==> config.mk <==
export PLATFORM = sky130hd
export DESIGN_NAME = nonce_dispatcher
export DESIGN_NICKNAME = d
export VERILOG_FILES = /design/src/rtl/nonce_dispatcher_pkg.sv /design/src/rtl/nonce_dispatcher_rr_arbiter.sv /design/src/rtl/nonce_dispatcher.sv
export SDC_FILE = /design/constraint.sdc
export NUM_CORES = 1
export LEC_CHECK = 0
export ABC_AREA = 1
export CORE_AREA = 2 2 586 588
export CTS_CLUSTER_DIAMETER = 40
export DETAILED_ROUTE_END_ITERATION = 7
export DIE_AREA = 0 0 588 590
export GPL_TIMING_DRIVEN = 0
export PLACE_DENSITY_LB_ADDON = 0.3
export SYNTH_ARGS = -nofsm -noshare
export SYNTH_HDL_FRONTEND = slang
export SYNTH_HIERARCHICAL = 1
export SYNTH_SLANG_ARGS = --single-unit
==> constraint.sdc <==
create_clock -name clock_i -period 2.1 [get_ports clock_i]
set_input_delay 0.42 -clock clock_i [delete_from_list [all_inputs] [get_ports clock_i]]
set_output_delay 0.42 -clock clock_i [all_outputs]
set_load 0.01 [all_outputs]
==> src/rtl/nonce_dispatcher_pkg.sv <==
// Shared widths and FSM encoding for the nonce dispatcher slice.
package nonce_dispatcher_pkg;

    localparam int unsigned HEADER_W = 640;
    localparam int unsigned NONCE_W  = 32;

    typedef enum logic [1:0] {
        IDLE     = 2'd0,
        DISPATCH = 2'd1,
        RUN      = 2'd2
    } disp_state_e;

    // Index width for an N-entry vector; never collapses to zero bits.
    function automatic int unsigned idx_w(input int unsigned n);
        return (n > 1) ? $clog2(n) : 1;
    endfunction

endpackage

==> src/rtl/nonce_dispatcher_rr_arbiter.sv <==
// Round-robin arbiter: rotating search from rr_ptr, pointer moves past the winner on grant.
module nonce_dispatcher_rr_arbiter
    import nonce_dispatcher_pkg::*;
#(
    parameter int unsigned N = 4
) (
    input  logic                  clock_i,
    input  logic                  reset_i,
    input  logic [N-1:0]          req_i,
    input  logic                  en_i,
    output logic                  gnt_valid_c_o,
    output logic [idx_w(N)-1:0]   gnt_idx_c_o
);

    localparam int unsigned IDX_W = idx_w(N);
    localparam int unsigned CW    = IDX_W + 1;
    localparam logic [CW-1:0] N_C = CW'(N);

    logic [IDX_W-1:0] rr_ptr_q, rr_ptr_d;
    logic [CW-1:0]    cand;
    logic [CW-1:0]    ptr_inc;
    logic             hit;
    logic [IDX_W-1:0] win;

    // First requester found walking upward (with wrap) from the pointer
    always_comb begin
        hit  = 1'b0;
        win  = '0;
        cand = '0;
        for (int unsigned k = 0; k < N; k++) begin
            cand = {1'b0, rr_ptr_q} + CW'(k);
            if (cand >= N_C) begin
                cand = cand - N_C;
            end
            if (!hit && req_i[cand[IDX_W-1:0]]) begin
                hit = 1'b1;
                win = cand[IDX_W-1:0];
            end
        end
    end

    // Pointer advances to winner+1 (mod N) only when a grant is taken
    always_comb begin
        rr_ptr_d = rr_ptr_q;
        ptr_inc  = {1'b0, win} + CW'(1);
        if (ptr_inc >= N_C) begin
            ptr_inc = '0;
        end
        if (en_i && hit) begin
            rr_ptr_d = ptr_inc[IDX_W-1:0];
        end
    end

    assign gnt_valid_c_o = en_i && hit;
    assign gnt_idx_c_o   = win;

    // Pointer register
    always_ff @(posedge clock_i) begin
        if (reset_i) begin
            rr_ptr_q <= '0;
        end else begin
            rr_ptr_q <= rr_ptr_d;
        end
    end

endmodule

==> src/rtl/nonce_dispatcher.sv <==
// Work scheduler: carves the nonce space into CHUNK ranges for idle cores and
// funnels found nonces to the transmit path one at a time.
module nonce_dispatcher
    import nonce_dispatcher_pkg::*;
#(
    parameter int unsigned NUM_CORES = 4,
    parameter int unsigned CHUNK     = 32'd1 << 20
) (
    input  logic                           clock_i,
    input  logic                           reset_i,
    input  logic                           work_valid_i,
    input  logic [HEADER_W-1:0]            header_in_i,
    output logic [HEADER_W-1:0]            header_out_o,
    output logic [NUM_CORES-1:0]           core_start_o,
    output logic [NONCE_W-1:0]             core_nonce_base_o,
    output logic                           core_abort_o,
    input  logic [NUM_CORES-1:0]           core_done_i,
    input  logic [NUM_CORES-1:0]           core_found_i,
    input  logic [NUM_CORES*NONCE_W-1:0]   core_found_nonce_i,
    output logic                           result_valid_o,
    output logic [NONCE_W-1:0]             result_nonce_o,
    input  logic                           result_ready_i,
    output logic                           busy_o,
    output logic                           exhausted_o,
    output logic                           find_overflow_o
);

    localparam int unsigned IDX_W = idx_w(NUM_CORES);
    localparam logic [NONCE_W:0] CHUNK_W = (NONCE_W + 1)'(CHUNK);

    disp_state_e              state_q, state_d;
    logic [HEADER_W-1:0]      header_q, header_d;
    logic [NONCE_W:0]         next_nonce_q, next_nonce_d;
    logic                     space_done_q, space_done_d;
    logic [NUM_CORES-1:0]     core_busy_q, core_busy_d;
    logic [NUM_CORES-1:0]     found_pend_q, found_pend_d;
    logic [NONCE_W-1:0]       hold_q [NUM_CORES];
    logic [NONCE_W-1:0]       hold_d [NUM_CORES];
    logic                     result_valid_q, result_valid_d;
    logic [NONCE_W-1:0]       result_nonce_q, result_nonce_d;
    logic [NUM_CORES-1:0]     core_start_q, core_start_d;
    logic [NONCE_W-1:0]       core_base_q, core_base_d;
    logic                     core_abort_q, core_abort_d;
    logic                     busy_q, busy_d;
    logic                     exhausted_q, exhausted_d;
    logic                     overflow_q, overflow_d;

    logic [NUM_CORES-1:0]     idle_oh;
    logic                     idle_any;
    logic [NONCE_W:0]         nonce_sum;
    logic                     arb_en_c;
    logic                     gnt_valid_c;
    logic [IDX_W-1:0]         gnt_idx_c;

    // A new header preempts everything, so no grant is taken on that cycle
    assign arb_en_c = !work_valid_i && (!result_valid_q || result_ready_i);

    nonce_dispatcher_rr_arbiter #(
        .N (NUM_CORES)
    ) u_arb (
        .clock_i       (clock_i),
        .reset_i       (reset_i),
        .req_i         (found_pend_q),
        .en_i          (arb_en_c),
        .gnt_valid_c_o (gnt_valid_c),
        .gnt_idx_c_o   (gnt_idx_c)
    );

    // Lowest-index idle core, one-hot
    always_comb begin
        idle_oh  = '0;
        idle_any = 1'b0;
        for (int unsigned i = 0; i < NUM_CORES; i++) begin
            if (!core_busy_q[i] && !idle_any) begin
                idle_oh[i] = 1'b1;
                idle_any   = 1'b1;
            end
        end
    end

    assign nonce_sum = next_nonce_q + CHUNK_W;

    // Next-state: header load, find capture, result hand-off and dispatch FSM
    always_comb begin
        state_d        = state_q;
        header_d       = header_q;
        next_nonce_d   = next_nonce_q;
        space_done_d   = space_done_q;
        core_busy_d    = core_busy_q;
        found_pend_d   = found_pend_q;
        hold_d         = hold_q;
        result_valid_d = result_valid_q;
        result_nonce_d = result_nonce_q;
        core_start_d   = '0;
        core_base_d    = core_base_q;
        core_abort_d   = 1'b0;
        exhausted_d    = exhausted_q;
        overflow_d     = overflow_q;

        if (work_valid_i) begin
            header_d       = header_in_i;
            next_nonce_d   = {1'b0, header_in_i[NONCE_W-1:0]};
            core_abort_d   = 1'b1;
            core_busy_d    = '0;
            found_pend_d   = '0;
            result_valid_d = 1'b0;
            exhausted_d    = 1'b0;
            space_done_d   = 1'b0;
            state_d        = DISPATCH;
        end else begin
            for (int unsigned i = 0; i < NUM_CORES; i++) begin
                if (core_found_i[i]) begin
                    if (found_pend_q[i]) begin
                        overflow_d = 1'b1;
                    end else begin
                        found_pend_d[i] = 1'b1;
                        hold_d[i]       = core_found_nonce_i[NONCE_W*i +: NONCE_W];
                    end
                end
            end

            if (result_valid_q && result_ready_i) begin
                result_valid_d = 1'b0;
            end
            if (gnt_valid_c) begin
                result_valid_d          = 1'b1;
                result_nonce_d          = hold_q[gnt_idx_c];
                found_pend_d[gnt_idx_c] = 1'b0;
            end

            case (state_q)
                DISPATCH: begin
                    core_busy_d = core_busy_q & ~core_done_i;
                    if (!space_done_q && idle_any) begin
                        core_start_d = idle_oh;
                        core_base_d  = next_nonce_q[NONCE_W-1:0];
                        core_busy_d  = core_busy_d | idle_oh;
                        next_nonce_d = nonce_sum;
                        space_done_d = nonce_sum[NONCE_W];
                    end
                    if (space_done_d || (&core_busy_d)) begin
                        state_d = RUN;
                    end
                end
                RUN: begin
                    core_busy_d = core_busy_q & ~core_done_i;
                    if (!space_done_q && !(&core_busy_d)) begin
                        state_d = DISPATCH;
                    end else if (space_done_q && (core_busy_q == '0) &&
                                 (found_pend_q == '0) && !result_valid_q) begin
                        state_d     = IDLE;
                        exhausted_d = 1'b1;
                    end
                end
                default: begin
                end
            endcase
        end

        busy_d = (state_d != IDLE);
    end

    // State and output registers
    always_ff @(posedge clock_i) begin
        if (reset_i) begin
            state_q        <= IDLE;
            header_q       <= '0;
            next_nonce_q   <= '0;
            space_done_q   <= 1'b0;
            core_busy_q    <= '0;
            found_pend_q   <= '0;
            for (int unsigned i = 0; i < NUM_CORES; i++) begin
                hold_q[i] <= '0;
            end
            result_valid_q <= 1'b0;
            result_nonce_q <= '0;
            core_start_q   <= '0;
            core_base_q    <= '0;
            core_abort_q   <= 1'b0;
            busy_q         <= 1'b0;
            exhausted_q    <= 1'b0;
            overflow_q     <= 1'b0;
        end else begin
            state_q        <= state_d;
            header_q       <= header_d;
            next_nonce_q   <= next_nonce_d;
            space_done_q   <= space_done_d;
            core_busy_q    <= core_busy_d;
            found_pend_q   <= found_pend_d;
            for (int unsigned i = 0; i < NUM_CORES; i++) begin
                hold_q[i] <= hold_d[i];
            end
            result_valid_q <= result_valid_d;
            result_nonce_q <= result_nonce_d;
            core_start_q   <= core_start_d;
            core_base_q    <= core_base_d;
            core_abort_q   <= core_abort_d;
            busy_q         <= busy_d;
            exhausted_q    <= exhausted_d;
            overflow_q     <= overflow_d;
        end
    end

    assign header_out_o      = header_q;
    assign core_start_o      = core_start_q;
    assign core_nonce_base_o = core_base_q;
    assign core_abort_o      = core_abort_q;
    assign result_valid_o    = result_valid_q;
    assign result_nonce_o    = result_nonce_q;
    assign busy_o            = busy_q;
    assign exhausted_o       = exhausted_q;
    assign find_overflow_o   = overflow_q;

endmodule

==> summary.md, run 1 <==
| Metric | Value |
|---|---|
| Status | `finished with violations` |
| Violations in the final reports | `setup timing` |
| Starting Density | `8.66%` |
| Core Footprint | `341,000 um^2` |
| Cell row count | `215` |
| Number of nets with antenna violations after detailed routing | `0` |
| Cell count of the worst reg-to-reg path | `17` |
| Part of the cycle the worst path needs | `109%` |
| Final routed wirelength across all metal layers | `302 mm` |
| Final setup skew | `0.0458 ns` |
| Via count of the first global-routing pass | `32,022` |
| RSZ-0062 raised after global routing | `true` |
| H-Tree Level Count | `4` |
| Maximum root-to-sink buffer count | `4` |
| Async S/R FF share, synth | `0%` |
| Most common cell in the synthesized netlist | `sky130_fd_sc_hd__dfxtp_1` |
| Cell types occupying the most area after synthesis | `sky130_fd_sc_hd__dfxtp_1 (60%), sky130_fd_sc_hd__a22o_1 (18%), sky130_fd_sc_hd__o21ai_0 (5.1%)` |
| Net count after synthesis | `3,671` |
| Clock insertion delay at the later pin of the skew report | `0.85 ns` |
| Achievable frequency | `0.435 GHz` |
| Synth-to-layout area growth | `97.3%` |
| Switching power share of the total | `33.3%` |
| IR drop worst, VDD | `0.919 mV` |
| Filler-free cell count of the finished design | `9,385` |
| Synth Area per Inst | `10.2 um^2` |
| DIE HEIGHT | `590 um` |
| Library cells used by synthesis | `41` |
| Worst Setup End Kind | `register` |
| Clk root buf | `sky130_fd_sc_hd__clkbuf_16` |
| Max FO, Critical Path | `8` |
| Synthesized cell area | `29,600 um^2` |
| Detailed placement HPWL | `260 mm` |
| Cell Pwr Density | `1270 nW/um^2` |
| Min-delay worst type | `primary input to register` |
| Number of cells traversed by the worst hold path | `5` |
| Endpoints failing setup | `34` |
| Router iterations before antenna repair | `5` |
| Pin count of the biggest net entering global routing | `18` |
| DR WL/cell | `32.1 um` |
| TritonCTS clock tree | `yes` |
| Top sig layer | `met5` |
| Number of antenna violations at the first check in global routing | `136` |
| TritonCTS Sinks | `887` |
| Relative slew slack | `25.1%` |
| Footprint of the flip-flops and latches | `17,800 um^2` |
| Leak | `24.1 nW` |
| Quantity of I/O buffers inserted on ports | `1,490` |
| Clock-pin slew of the registers on the worst-case setup and hold paths | `0.05 ns` |
| Gate power share | `29.9%` |
| Fraction of post-synthesis cell area in the top cell type by area | `60.1%` |
| Power spent charging and discharging nets | `24.7 mW` |
| Die Area | `347,000 um^2` |
| Count of flip-flops with a built-in enable after synthesis | `0` |
| Number of synthesis warnings | `6` |
| Total number of nets in the final design | `5,406` |
| Required time at the worst-slack endpoint | `2.80 ns` |
| Vias post-DR | `32,609` |
| Share of total power in the clock network | `44.4%` |
| Routed met2 length | `137 mm` |
| DIE WIDTH | `588 um` |
| Number of pins exceeding their max-slew limit in the final report | `0` |
| Library cell with the largest summed area after synthesis | `sky130_fd_sc_hd__dfxtp_1` |
| Total global routing track utilization | `16.6%` |
| Amount of wire on met3 after detailed routing | `35.1 mm` |
| Cts bufs inserted | `197` |
| Internal power component | `49.4 mW` |
| Layout cells sized above 1 | `23.4%` |
| Total routed wire length on the met1 layer | `116 mm` |
| Maximum capacitance violations | `0` |
| Setup_tns | `-4.40 ns` |
| Detailed router's first-iteration violation count | `2,478` |
| Place WS | `-1.75 ns` |
| Number of remaining DRC errors | `0` |
| Post-route core utilization | `17.1%` |
| Category of the critical setup timing path | `register to register` |
| Syn Inst Count | `2,887` |
| Vias per cell | `3.47` |
| Transition time at the pin with the least slew margin | `1.12 ns` |
| Grt ovf | `0` |
| FF+latch count, synth | `887` |
| Setup slack of the critical path after layout | `-0.198 ns` |
| I/O pin count | `1,493` |
| Power share of the sequential group | `25.7%` |
| Flip-flop cell with the highest count after synthesis | `sky130_fd_sc_hd__dfxtp_1` |
| Multi-input logic area | `10,800 um^2` |
| Startpoint Class | `register` |
| Finished Cell Area | `58,300 um^2` |
| Arrival time reported for the critical path endpoint | `3.00 ns` |
| Cell Count Post-Placement | `8,934` |
| Most common library cells after synthesis | `sky130_fd_sc_hd__dfxtp_1 (887), sky130_fd_sc_hd__a22o_1 (608), sky130_fd_sc_hd__o21ai_0 (300)` |
| Final hold viol count | `0` |
| Post-placement cell area | `50,200 um^2` |
| Share of synthesized area occupied by flip-flops and latches | `60.1%` |
| Filler cell count in the final layout | `38,251` |
| Post-layout minimum cycle time | `2.30 ns` |
| Global-route wire length before repair | `372 mm` |
| Weighted congestion reported at the end of routability-driven placement | `1.03` |
==> through the flow <==
| stage | hold WS, ns | total power, mW |
|---|---|---|
| after floorplan | 0.430 | 24.5 |
| after global placement | 0.444 | 33.1 |
| after detailed placement | 0.444 | 33.0 |
| after CTS | 0.00585 | 72.7 |
| after global routing | 0.0782 | 76.6 |
| final | 0.0765 | 74.1 |
==> layout by cell type (no fill, tap or decap), types with 22 or more instances in the layout <==
master and count:
sky130_fd_sc_hd__a21oi_1 136, sky130_fd_sc_hd__a22o_1 608, sky130_fd_sc_hd__buf_2 243, sky130_fd_sc_hd__buf_4 51
sky130_fd_sc_hd__bufinv_16 25, sky130_fd_sc_hd__clkbuf_1 66, sky130_fd_sc_hd__clkbuf_16 217, sky130_fd_sc_hd__clkbuf_8 23
sky130_fd_sc_hd__clkdlybuf4s15_1 40, sky130_fd_sc_hd__clkdlybuf4s15_2 173, sky130_fd_sc_hd__clkdlybuf4s50_1 777, sky130_fd_sc_hd__clkinv_2 28
sky130_fd_sc_hd__clkinv_4 27, sky130_fd_sc_hd__clkinvlp_4 23, sky130_fd_sc_hd__dfxtp_1 840, sky130_fd_sc_hd__dfxtp_2 41
sky130_fd_sc_hd__diode_2 39, sky130_fd_sc_hd__dlygate4sd2_1 360, sky130_fd_sc_hd__inv_1 172, sky130_fd_sc_hd__nand2_1 111
sky130_fd_sc_hd__nand2_2 26, sky130_fd_sc_hd__nand3_1 42, sky130_fd_sc_hd__nor2_1 186, sky130_fd_sc_hd__nor2_2 22
sky130_fd_sc_hd__o21ai_0 181, sky130_fd_sc_hd__o21ai_1 87, sky130_fd_sc_hd__o21ai_2 35
==> worst paths after layout <==
kind,slack [ns],startpoint,to
worst max-delay path,-0.20,u_arb/rr_ptr_q[0],result_nonce_o[3]
worst min-delay path,0.08,work_valid_i,state_q[0]
worst max register to register,-0.20,u_arb/rr_ptr_q[0],result_nonce_o[3]
worst min register to register,0.45,header_out_o[20],header_out_o[20]
==> sequential cells by signal, summed over array words and instances (netlist names) <==
name               flops
find_overflow_o        1
u_arb/rr_ptr_q         2
result_nonce_o        32
core_nonce_base_o     32
result_valid_o         1
exhausted_o            1
core_start_o           4
space_done_q           1
header_out_o         640
next_nonce_q          33
found_pend_q           4
core_abort_o           1
busy_o                 1
state_q                2
core_busy_q            4
hold_q               128
==> critical path, stage by stage (launching register included) <==
cell	delay (ns)
sky130_fd_sc_hd__dfxtp_4	0.37
sky130_fd_sc_hd__buf_8	0.15
sky130_fd_sc_hd__nand2_4	0.06
sky130_fd_sc_hd__nand2_4	0.07
sky130_fd_sc_hd__nand2_2	0.07
sky130_fd_sc_hd__nand2_2	0.05
sky130_fd_sc_hd__nand2_2	0.07
sky130_fd_sc_hd__nand2_2	0.06
sky130_fd_sc_hd__nand2_2	0.05
sky130_fd_sc_hd__nand2_2	0.07
sky130_fd_sc_hd__a31oi_4	0.26
sky130_fd_sc_hd__buf_12	0.22
sky130_fd_sc_hd__inv_12	0.07
sky130_fd_sc_hd__clkbuf_16	0.17
sky130_fd_sc_hd__nor2_4	0.10
sky130_fd_sc_hd__o21ai_4	0.09
sky130_fd_sc_hd__o21ai_2	0.15
sky130_fd_sc_hd__inv_1	0.05
==> metal layers <==
metal / global-route usage [%] / vias up
met3: 8.03 / 542
met1: 18.9 / 16158
li1: - / 13959
met5: 0 / -
met4: 5.82 / 36
met2: 27.0 / 1914
==> cell type report <==
type,count,area share [%]
multi-input cells,1578,18.5
well taps,4557,9.78
clock buffers,239,9.16
inverters,189,1.25
flip-flops and latches,887,30.6
clock inverters,127,2.86
diodes,39,0.167
plain buffers,233,2.52
repair buffers,1536,25.2
==> what timing repair did <==
item,in CTS,in global routing
setup endpoints to repair,1230,62
hold endpoints to repair,2,0
cloned,9,5
pin swaps,39,46
gates resized for setup,2007,131
buffers inserted,24,10
hold buffers,1,0
==> power groups by stage <==
stage	Combinational [mW]	Sequential [mW]	Clock (mW)
3_3_place_gp	13.9	19.3	0
4_1_cts	20.2	19.0	33.5
6_report	22.1	19.1	32.9
5_1_grt	23.1	19.1	34.3
2_1_floorplan	5.12	19.4	0
3_5_place_dp	13.8	19.3	0
==> kinds of logic (layout without fill, tap and decap cells) <==
kind of cell               count (synthesis)  after routing  share of synthesized area [%]
adders and majority gates                  4              4                          0.169
AOI/OAI and AO/OA                       1135           1135                           27.2
other                                      0             39                              0
xor gates and xnor gates                   2              2                         0.0593
buffers and inverters                    422           2324                           6.10
and+or+nand+nor                          437            437                           6.39
DFF                                      887            887                           60.1
Power figures use the tool's default switching activity.
==> inputs of run 2 (changes only) <==
- TNS_END_PERCENT: not set -> 30
==> summary.md, run 2 (same netlist as run 1, synthesis figures left out) <==
| Metric | Value |
|---|---|
| Number of cells traversed by the worst hold path | `5` |
| Clk root buf | `sky130_fd_sc_hd__clkbuf_16` |
| Final routed wirelength across all metal layers | `302 mm` |
| Category of the critical setup timing path | `register to register` |
| Synth-to-layout area growth | `101%` |
| Pin count of the biggest net entering global routing | `18` |
| I/O pin count | `1,493` |
| DR WL/cell | `32.2 um` |
| Setup slack of the critical path after layout | `-0.216 ns` |
| Via count of the first global-routing pass | `31,949` |
| Clock insertion delay at the later pin of the skew report | `0.85 ns` |
| Layout cells sized above 1 | `23.0%` |
| Min-delay worst type | `primary input to register` |
| Number of remaining DRC errors | `0` |
| FF-to-FF Start | `u_arb/rr_ptr_q[0]` |
| Most frequent cell on the critical path | `sky130_fd_sc_hd__nand2_2` |
| Vias per cell | `3.46` |
| Quantity of I/O buffers inserted on ports | `1,490` |
| Cell count of the worst reg-to-reg path | `17` |
| Worst Setup End Kind | `register` |
| Cell Count Post-Placement | `8,934` |
| Achievable frequency | `0.432 GHz` |
| Number of antenna violations at the first check in global routing | `140` |
| Detailed placement HPWL | `260 mm` |
| Hold Path Sink | `state_q[0]` |
| Filler-free cell count of the finished design | `9,378` |
| Total global routing track utilization | `16.6%` |
| Crit-path max cell delay | `0.37 ns` |
| CP max-delay cell | `sky130_fd_sc_hd__dfxtp_4` |
| Clock-pin slew of the registers on the worst-case setup and hold paths | `0.04 ns` |
| Part of the cycle the worst path needs | `110%` |
| Leak | `28.7 nW` |
| Grt ovf | `0` |
| RR Endpoint | `result_nonce_o[13]` |
| Cts bufs inserted | `197` |
| Status | `finished with violations` |
| Commonest cells after routing, fill and taps aside | `sky130_fd_sc_hd__dfxtp_1 (842), sky130_fd_sc_hd__clkdlybuf4s50_1 (777), sky130_fd_sc_hd__a22o_1 (608)` |
| Final setup skew | `0.0450 ns` |
| Arrival time reported for the critical path endpoint | `3.01 ns` |
| TritonCTS Sinks | `887` |
| DIE HEIGHT | `590 um` |
| Number of nets with antenna violations after detailed routing | `0` |
| Transition time at the pin with the least slew margin | `1.01 ns` |
| Startpoint Class | `register` |
| Post-layout minimum cycle time | `2.32 ns` |
| Vias post-DR | `32,473` |
| Detailed router's first-iteration violation count | `2,369` |
| DIE WIDTH | `588 um` |
| Maximum root-to-sink buffer count | `4` |
| Kind of cell with the highest combined delay on the critical path | `buffers and inverters` |
| Max FO, Critical Path | `8` |
| Total number of nets in the final design | `5,401` |
| Weighted congestion reported at the end of routability-driven placement | `1.03` |
| Final hold viol count | `0` |
| Cell Pwr Density | `1250 nW/um^2` |
| Maximum capacitance violations | `0` |
| Violations in the final reports | `setup timing` |
| Required time at the worst-slack endpoint | `2.80 ns` |
| TritonCTS clock tree | `yes` |
| IR drop worst, VDD | `0.901 mV` |
| Global-route wire length before repair | `371 mm` |
| Hold_sp | `work_valid_i` |
| H-Tree Level Count | `4` |
| Ordered list of cells on the worst path | `buf_8 -> nand2_4 -> nand2_4 -> nand2_2 -> nand2_2 -> nand2_2 -> nand2_2 -> nand2_2 -> nand2_2 -> a31oi_4 -> buf_12 -> inv_12 -> clkbuf_16 -> nor2_4 -> o21ai_2 -> o21ai_1 -> inv_1` |
| Endpoints failing setup | `32` |
| RSZ-0062 raised after global routing | `true` |
| Die Area | `347,000 um^2` |
| Total design power | `73.9 mW` |
| Core Footprint | `341,000 um^2` |
| Starting Density | `8.66%` |
| Relative slew slack | `32.9%` |
| Number of flip-flops under the largest register name | `640` |
| Number of pins exceeding their max-slew limit in the final report | `0` |
| Worst-case register-to-register setup slack | `-0.22 ns` |
| Most common library cell in the layout ignoring fill and taps | `sky130_fd_sc_hd__dfxtp_1` |
| Crit path buf inv count | `5` |
| Cell row count | `215` |
| Router iterations before antenna repair | `5` |
==> run 2: cell types whose count changed in the layout (fill, tap and decap cells not counted), moves of 4 or more <==
cell | before | now
sky130_fd_sc_hd__dlymetal6s2s_1 | 0 | 375
sky130_fd_sc_hd__dlygate4sd2_1 | 360 | 12
sky130_fd_sc_hd__clkdlybuf4s15_2 | 173 | 120
sky130_fd_sc_hd__clkbuf_2 | 8 | 46
sky130_fd_sc_hd__clkdlybuf4s15_1 | 40 | 26
sky130_fd_sc_hd__a21oi_4 | 10 | 14
==> run 2: repair_timing <==
action | 4_1_cts | 5_1_grt
resized for setup | 1487 | 607
endpoints found under the hold margin | 2 | 0
cloned | 9 | 4
pin swaps | 39 | 51
hold buffers | 1 | 0
buffers inserted | 24 | 7
endpoints found under the setup margin | 1230 | 530
==> run 2: power by group <==
group,total (mW),internal [mW],leakage (nW),switching (mW)
logic,22.0,9.84,18.0,12.2
clock network,32.9,21.4,3.37,11.5
registers,19.0,18.1,7.33,0.926
total,73.9,49.3,28.7,24.6
==> run 2: area by class of cell <==
class                      count  area, um^2
clock buffer                 239        5340
fill                       38088      282000
tap                         4557        5700
multi-input combinational   1578       10800
antenna                       37        92.6
sequential                   887       17800
timing repair buffer        1531       15700
clock inverter               127        1670
buffer                       233        1460
inverter                     189         729
==> run 2: metal layers <==
metal / part of all wire, % / track usage [%]
met1: 38 / 18.7
met2: 45 / 26.9
met3: 12 / 8.24
met4: 4.4 / 5.94
met5: 0.076 / 0
==> run 2: through the flow <==
step           utilization [%]  hold slack (ns)  worst slack, ns  cell area, um^2  setup TNS, ns
2_1_floorplan                -            0.430          0.00875            29600              0
3_3_place_gp              14.7            0.444            -1.72            50200        -817.41
3_5_place_dp              14.7            0.444            -1.75            50200        -843.46
4_1_cts                   17.0          0.00585           -0.314            58100         -83.49
5_1_grt                   17.4           0.0782           -0.388            59300          -9.66
6_report                  17.4           0.0783           -0.216            59400          -4.22
==> run 2: worst reg2reg max path, delay by kind of cell (launching register included) <==
kind | cells | cell delay (ns)
AND/OR/NAND/NOR | 9 | 0.59
flip-flops | 1 | 0.37
buffers and inverters | 5 | 0.70
AO/OA/AOI/OAI | 3 | 0.50
==> run 2: how the worst max path moves through the flow <==
| stage | start | end | slack, ns | cells after the start |
|---|---|---|---|---|
| 6_report | u_arb/rr_ptr_q[0] | result_nonce_o[13] | -0.22 | 17 |
| 5_1_grt | u_arb/rr_ptr_q[0] | result_nonce_o[3] | -0.39 | 17 |
| 4_1_cts | u_arb/rr_ptr_q[0] | result_nonce_o[3] | -0.31 | 18 |
| 3_5_place_dp | reset_i | header_out_o[64] | -1.75 | 5 |
| 3_3_place_gp | reset_i | header_out_o[64] | -1.72 | 5 |
| 2_1_floorplan | u_arb/rr_ptr_q[0] | result_nonce_o[23] | 0.009 | 16 |
==> inputs of run 3 (changes only) <==
- SLEW_MARGIN: not set -> 0
==> results of run 3 <==
Same layout as run 2: the final DEF is identical, and so are final timing and power.
